## config.mk

```make
export PLATFORM = sky130hd
export DESIGN_NAME = tf_stage_sched
export DESIGN_NICKNAME = d
export VERILOG_FILES = /design/src/rtl/tf_stage_sched.sv
export SDC_FILE = /design/constraint.sdc
export NUM_CORES = 1
export LEC_CHECK = 0
export CORE_MARGIN = 5
export CORE_UTILIZATION = 35
export DETAILED_ROUTE_END_ITERATION = 10
export PLACE_DENSITY_LB_ADDON = 0.3
export SYNTH_ARGS = -nofsm -noshare
export SYNTH_HDL_FRONTEND = slang
export SYNTH_SLANG_ARGS = --single-unit
```

## constraint.sdc

```tcl
create_clock -name clk -period 9.8 [get_ports clk]
set_input_delay 1.96 -clock clk [delete_from_list [all_inputs] [get_ports clk]]
set_output_delay 1.96 -clock clk [all_outputs]
set_load 0.02 [all_outputs]
```

## src/rtl/tf_stage_sched.sv

```systemverilog
`default_nettype none
// ============================================================================
// Module   : tf_stage_sched
// Brief    : Stage sequencer (seed write / read / drain) for the TF generator.
// Revision : 1.0  initial release
// ============================================================================
module tf_stage_sched #(
  parameter int DW         = 64,
  parameter int NUM_STAGES = 3,
  parameter int ITER       = 16,
  parameter int DEPTH      = 4,
  parameter int SEED_LEN   = 2,
  parameter int PIPE_LAT   = 3
) (
  input  logic          clk,
  input  logic          rst,
  input  logic          i_start,
  input  logic [DW-1:0] i_modulus_in,
  input  logic          i_dp_ready,
  output logic          o_busy,
  output logic          o_done,
  output logic          o_TF_wen,
  output logic          o_TF_ren,
  output logic          o_LAST_STAGE,
  output logic [2:0]    o_l,
  output logic [2:0]    o_it_depth_cnt,
  output logic [DW-1:0] o_ite_sw_cnt,
  output logic [DW-1:0] o_ite_sw_cnt_ite3,
  output logic [DW-1:0] o_modulus
);

  localparam int              c_DRW        = (PIPE_LAT > 1) ? $clog2(PIPE_LAT) : 1;
  localparam logic [2:0]      c_SEED_LAST  = 3'(SEED_LEN - 1);
  localparam logic [2:0]      c_DEPTH_LAST = 3'(DEPTH - 1);
  localparam logic [2:0]      c_L_LAST     = 3'(NUM_STAGES - 1);
  localparam logic [DW-1:0]   c_ITER_LAST  = DW'(ITER - 1);
  localparam logic [c_DRW-1:0] c_DRAIN_LAST = c_DRW'(PIPE_LAT - 1);

  typedef enum logic [2:0] {
    S_IDLE  = 3'd0,
    S_SEED  = 3'd1,
    S_RUN   = 3'd2,
    S_DRAIN = 3'd3,
    S_DONE  = 3'd4
  } state_t;

  state_t           r_state;
  logic             r_busy;
  logic             r_done;
  logic             r_wen;
  logic             r_ren_en;
  logic             r_last;
  logic [2:0]       r_l;
  logic [2:0]       r_depth;
  logic [DW-1:0]    r_ite;
  logic [DW-1:0]    r_ite3;
  logic [DW-1:0]    r_modulus;
  logic [c_DRW-1:0] r_drain;

  always_ff @(posedge clk or posedge rst) begin
    if (rst) begin
      r_state   <= S_IDLE;
      r_busy    <= 1'b0;
      r_done    <= 1'b0;
      r_wen     <= 1'b0;
      r_ren_en  <= 1'b0;
      r_last    <= 1'b0;
      r_l       <= 3'd0;
      r_depth   <= 3'd0;
      r_ite     <= '0;
      r_ite3    <= '0;
      r_modulus <= '0;
      r_drain   <= '0;
    end else begin
      case (r_state)
        S_IDLE: begin
          if (i_start) begin
            r_state   <= S_SEED;
            r_busy    <= 1'b1;
            r_wen     <= 1'b1;
            r_ren_en  <= 1'b0;
            r_modulus <= i_modulus_in;
            r_l       <= 3'd0;
            r_last    <= (c_L_LAST == 3'd0);
            r_depth   <= 3'd0;
            r_ite     <= '0;
            r_ite3    <= '0;
          end
        end
        S_SEED: begin
          if (r_depth == c_SEED_LAST) begin
            r_state  <= S_RUN;
            r_wen    <= 1'b0;
            r_ren_en <= 1'b1;
            r_depth  <= 3'd0;
          end else begin
            r_depth <= r_depth + 3'd1;
          end
        end
        S_RUN: begin
          // Counters only advance on cycles where a read actually issues.
          if (i_dp_ready) begin
            if (r_depth == c_DEPTH_LAST) begin
              r_depth <= 3'd0;
              r_ite3  <= r_ite3 + DW'(1);
              if (r_ite == c_ITER_LAST) begin
                r_ite    <= '0;
                r_ren_en <= 1'b0;
                r_drain  <= '0;
                r_state  <= S_DRAIN;
              end else begin
                r_ite <= r_ite + DW'(1);
              end
            end else begin
              r_depth <= r_depth + 3'd1;
            end
          end
        end
        S_DRAIN: begin
          if (r_drain == c_DRAIN_LAST) begin
            if (r_last) begin
              r_done  <= 1'b1;
              r_state <= S_DONE;
            end else begin
              r_l     <= r_l + 3'd1;
              r_last  <= ((r_l + 3'd1) == c_L_LAST);
              r_wen   <= 1'b1;
              r_depth <= 3'd0;
              r_state <= S_SEED;
            end
          end else begin
            r_drain <= r_drain + c_DRW'(1);
          end
        end
        S_DONE: begin
          r_done  <= 1'b0;
          r_busy  <= 1'b0;
          r_state <= S_IDLE;
        end
        default: r_state <= S_IDLE;
      endcase
    end
  end

  // Read enable is the registered RUN qualifier gated by same-cycle readiness.
  assign o_TF_ren          = r_ren_en & i_dp_ready;
  assign o_busy            = r_busy;
  assign o_done            = r_done;
  assign o_TF_wen          = r_wen;
  assign o_LAST_STAGE      = r_last;
  assign o_l               = r_l;
  assign o_it_depth_cnt    = r_depth;
  assign o_ite_sw_cnt      = r_ite;
  assign o_ite_sw_cnt_ite3 = r_ite3;
  assign o_modulus         = r_modulus;

endmodule
`default_nettype wire

```

==> results <==
- The shortest period the worst path allows is 5360 ps.
- The ratio of total power to cell area is 224 nW/um^2.
- The total nets after synthesis is 1,254.
- The synthesized area per cell is 8.88 sq um.
- The largest individual stage delay along the critical path comes from the cell clkdlybuf4s50_1.
- The count of max-cap constraint violations is 0.
- Counting cells, the worst reg-to-reg path comes to 6.
- The clock skew is 10.3 ps.
- The TritonCTS sink count is 208.
- The number of antenna violations at the first check in global routing is 0.
- The worst stage delay on the critical path is 620 ps.
- In the final routed layout, each cell accounts on average for 18.0 um.
- The largest total area in the synthesized netlist belongs to dfrtp_1.
- The die covers 33,400 sq um.
- The worst hold path class is flip-flop to flip-flop.
- The number of pins with negative max-slew slack in the final report is 0.
- By startpoint and endpoint, the worst setup path is classified as primary input to output pin.
- Once the floorplan was initialized, standard cells occupied 35.4% of the core.
- STA puts the critical path data arrival time at 3400 ps.
- For met3 alone, demand over resource in global routing was 5.43%.
- The depth of the CTS H-tree is 1.
- The DRC violation count after routing is 0.
- The number of distinct library cells after synthesis is 60.
- The largest driver fanout on the critical path is 6.
- The headroom to the max-slew limit is 22.5%.
- STA classifies the critical path startpoint as a primary input.
- For this run, the total global-route usage over all layers was measured as 19.2%.
- The start point of the critical path is i_dp_ready.
- The total overflow reported by the global router is 0.
- Yosys printed 0 warnings.
- Across the VDD grid, the largest voltage drop is 0.000185 V.
- In this run the static leakage power is 5.90 nW.
- The standard-cell row count is 63.
- The synthesized design contains 208 register bits.
- The global-route layer with the greatest usage is met2.
- The die is 183 um tall.
- The number of fill cells in the layout is 2,818.
- The post-CTS repair timing setup buffer count is 0.
- The area of the mapped netlist is 10,500 sq um.
- In the global route stage, met2 resource usage came out at 30.8%.
- The total CTS buffers is 25.
- Data on the critical path is required at its endpoint by 7840 ps.
- The antenna diode instance count is 0.
- The critical path crosses 3 cells after its start point.
- TritonCTS built the clock tree.
- Entering global routing, the biggest net connects 107 pins.
- The sum of net half-perimeters after detailed placement is 23.1 mm.
- The via count of the first global-routing pass is 9,594.
- In this run, the number of DRC markers left after iteration 0 of detailed routing was 784.
- The number of flops mapped to enable cells by yosys is 0.
- The area growth from synthesis to layout is 37.0%.
- The global-route track usage on met1 is 25.8%.
- The family with the most delay on the worst path is buffers and inverters.
- The number of placed instances, taps included, is 1,794.
- The final weighted congestion of routability-driven global placement is 0.826.
- Summing over every cut layer, the via total after detailed routing is 9,979.
- The most frequent cell on the critical path is clkdlybuf4s50_1.
- Summing the sequential cell areas from Yosys gives 49.8% of the chip area.
- In the post-synthesis netlist, the biggest area contributors are dfrtp_1 50%, nand2_1 10%, nand4_1 3.5%.
- In the routed layout, each cell is associated on average with a via count of 5.43.
- Along the worst hold path, the cell count comes to 2.
- For this design, the CTS-stage hold fixing added 0 buffers.
- Gates resized during post-CTS repair numbered 0.
- The peak clock frequency supported by timing is 187 MHz.
- The first global-routing pass estimated 53.3 mm of wire.
- In this run the deepest clock path goes through 3 buffers.
- The total of buffers placed on input and output ports is 270.
- Excluding fillers, the count of instances in the completed layout stands at 1,837.
- The count of nets after finishing is 1,508.
- The share of flip-flops with an asynchronous set or reset is 100%.
- Wires add up to 33.1 mm.
- The core area is 29,600 sq um.
- Among all flip-flop cells after synthesis, the most frequent one is dfrtp_1.
- Overall power consumption after layout is estimated at 3.20 mW.
- The first detailed-routing pass ran for 7 iterations.
- The cell count after synthesis is 1,177.
- The worst hold path begins at o_modulus[60]$_DFFE_PP0P_.
- The number of ports placed on the die boundary is 271.
- The cell at the root of the clock tree is clkbuf_16.
- The count of buffer and inverter cells on the critical path is 2.
- The final antenna-violating net count is 0.
- Setup violations remaining at the end of the flow were counted as 0.
- The run finished with clean final reports.
- The final clock period utilization by the worst path is 54.7%.
- The die is 183 um wide.
- The critical path goes through clkdlybuf4s50_1, and2_1, clkdlybuf4s50_1.
- Setup repair after global routing left no endpoint under its margin.
- The commonest cells after synthesis are 285 x nand2_1, 208 x dfrtp_1, 69 x a21oi_1.
- The category of the worst setup path capture point is an output pin.
- At the pin with the least slew margin, the transition time is 1160 ps.
- The share of cells above drive strength 1 is 4.84%.
- The clock-pin transition on the worst setup and hold timing paths is 50 ps.
- The final hold violation count came to 0.
- The clock latency reported for the late side of the worst-skew pair is 520 ps.
- The reg-to-reg critical path startpoint is o_ite_sw_cnt[34]$_DFFE_PP0P_.
- The synthesized design devotes to its leading area cell type 49.8% of total area.
- The total negative setup slack is 0 ps.
- The most common cell in the synthesized netlist is nand2_1.
per-layer routing:
layer / up-vias / wire length (um) / part of all wire, %
li1: 4742 / - / -
met1: 4884 / 14200 / 43
met2: 303 / 15600 / 47
met3: 50 / 2560 / 7.7
met4: 0 / 762 / 2.3
met5: - / 0 / 0
worst register-to-register path, stage by stage, from the launching register on:
cell     delay [ps]
dfrtp_1         440
nor4_1          500
nand4_1         230
or4_1           840
o21ai_4         520
buf_4           450
nor2_1          120
per-stage QoR:
step | cell area (sq um) | util (%) | setup slack (ps) | hold WS [ps]
floorplan | 10500 | - | 2160 | 489
global placement | 13500 | 45.8 | 4450 | 457
detailed placement | 13500 | 45.8 | 4450 | 461
CTS | 14300 | 48.4 | 4450 | 476
global route | 14300 | 48.4 | 4420 | 487
finish | 14300 | 48.4 | 4440 | 472
logic make-up after synthesis:
| kind of cell | after synthesis | share of synthesized area, % |
|---|---|---|
| multiplexers | 2 | 0.203 |
| flip-flops | 208 | 49.8 |
| XOR/XNOR | 45 | 3.77 |
| adder cells (fa/ha/maj) | 9 | 1.08 |
| AND/OR/NAND/NOR | 642 | 30.8 |
| buffers and inverters | 77 | 2.91 |
| AO/OA/AOI/OAI | 194 | 11.5 |
cell usage in the layout (no fill, tap or decap), types with 3 or more instances in the layout:
cell type        synthesis  final
and2_1                   9      9
ha_1                     9      9
nor3_1                  16     16
o22ai_1                  4      4
buf_4                    0     10
o21ai_0                 53     53
o311ai_0                 5      5
or4_1                   31     31
or3_1                   35     35
nand2_1                285    285
and4_1                   9      9
or2_2                    4      4
clkbuf_1                44      7
a21oi_1                 69     69
nand4_1                 59     59
nand3_1                 52     52
dfrtp_1                208    208
nor2_1                  66     64
xor2_1                  23     23
nand2b_1                 5      5
inv_1                   24     23
a31oi_1                  7      7
nor2b_1                  3      3
o31ai_1                 27     27
clkdlybuf4s50_1          0    270
a211oi_1                 3      3
nor4_1                  35     35
o211ai_1                 5      5
xnor2_1                 22     22
and3_1                  14     14
nand4b_1                 3      3
clkbuf_16                0     25
clkbuf_8                 0      8
worst paths after layout:
path | to | slack [ps]
worst min register to register | o_modulus[60]$_DFFE_PP0P_ | 470
max in group asynchronous | o_modulus[1]$_DFFE_PP0P_ | 6520
min in group asynchronous | o_modulus[16]$_DFFE_PP0P_ | 1940
worst max register to register | o_ite_sw_cnt[8]$_DFFE_PP0P_ | 6560
worst max-delay path | o_TF_ren | 4440
worst min-delay path | o_modulus[60]$_DFFE_PP0P_ | 470
layout make-up:
class                   instances  area (sq um)  area share [%]
inverters                      24          97.6           0.682
multi-input cells             892          4970            34.7
well taps                     390           488            3.41
clock inverters                 3          17.5           0.122
clock buffers                  40           762            5.32
flip-flops and latches        208          5200            36.4
repair buffers                280          2780            19.4
state kept, by name, indices dropped and copies added, names as in the netlist, 2 cells and up:
register and flops:
r_state 3, o_ite_sw_cnt_ite3 64, o_l 3, o_modulus 64
r_drain 2, o_ite_sw_cnt 64, o_it_depth_cnt 3
where the power goes:
group	leakage [nW]	switching, mW	total, mW	internal (mW)
clock	0.382	0.361	0.887	0.527
combinational	2.73	0.652	1.12	0.467
sequential	2.78	0.153	1.19	1.04
No activity file was read; power rests on OpenSTA's default activity.
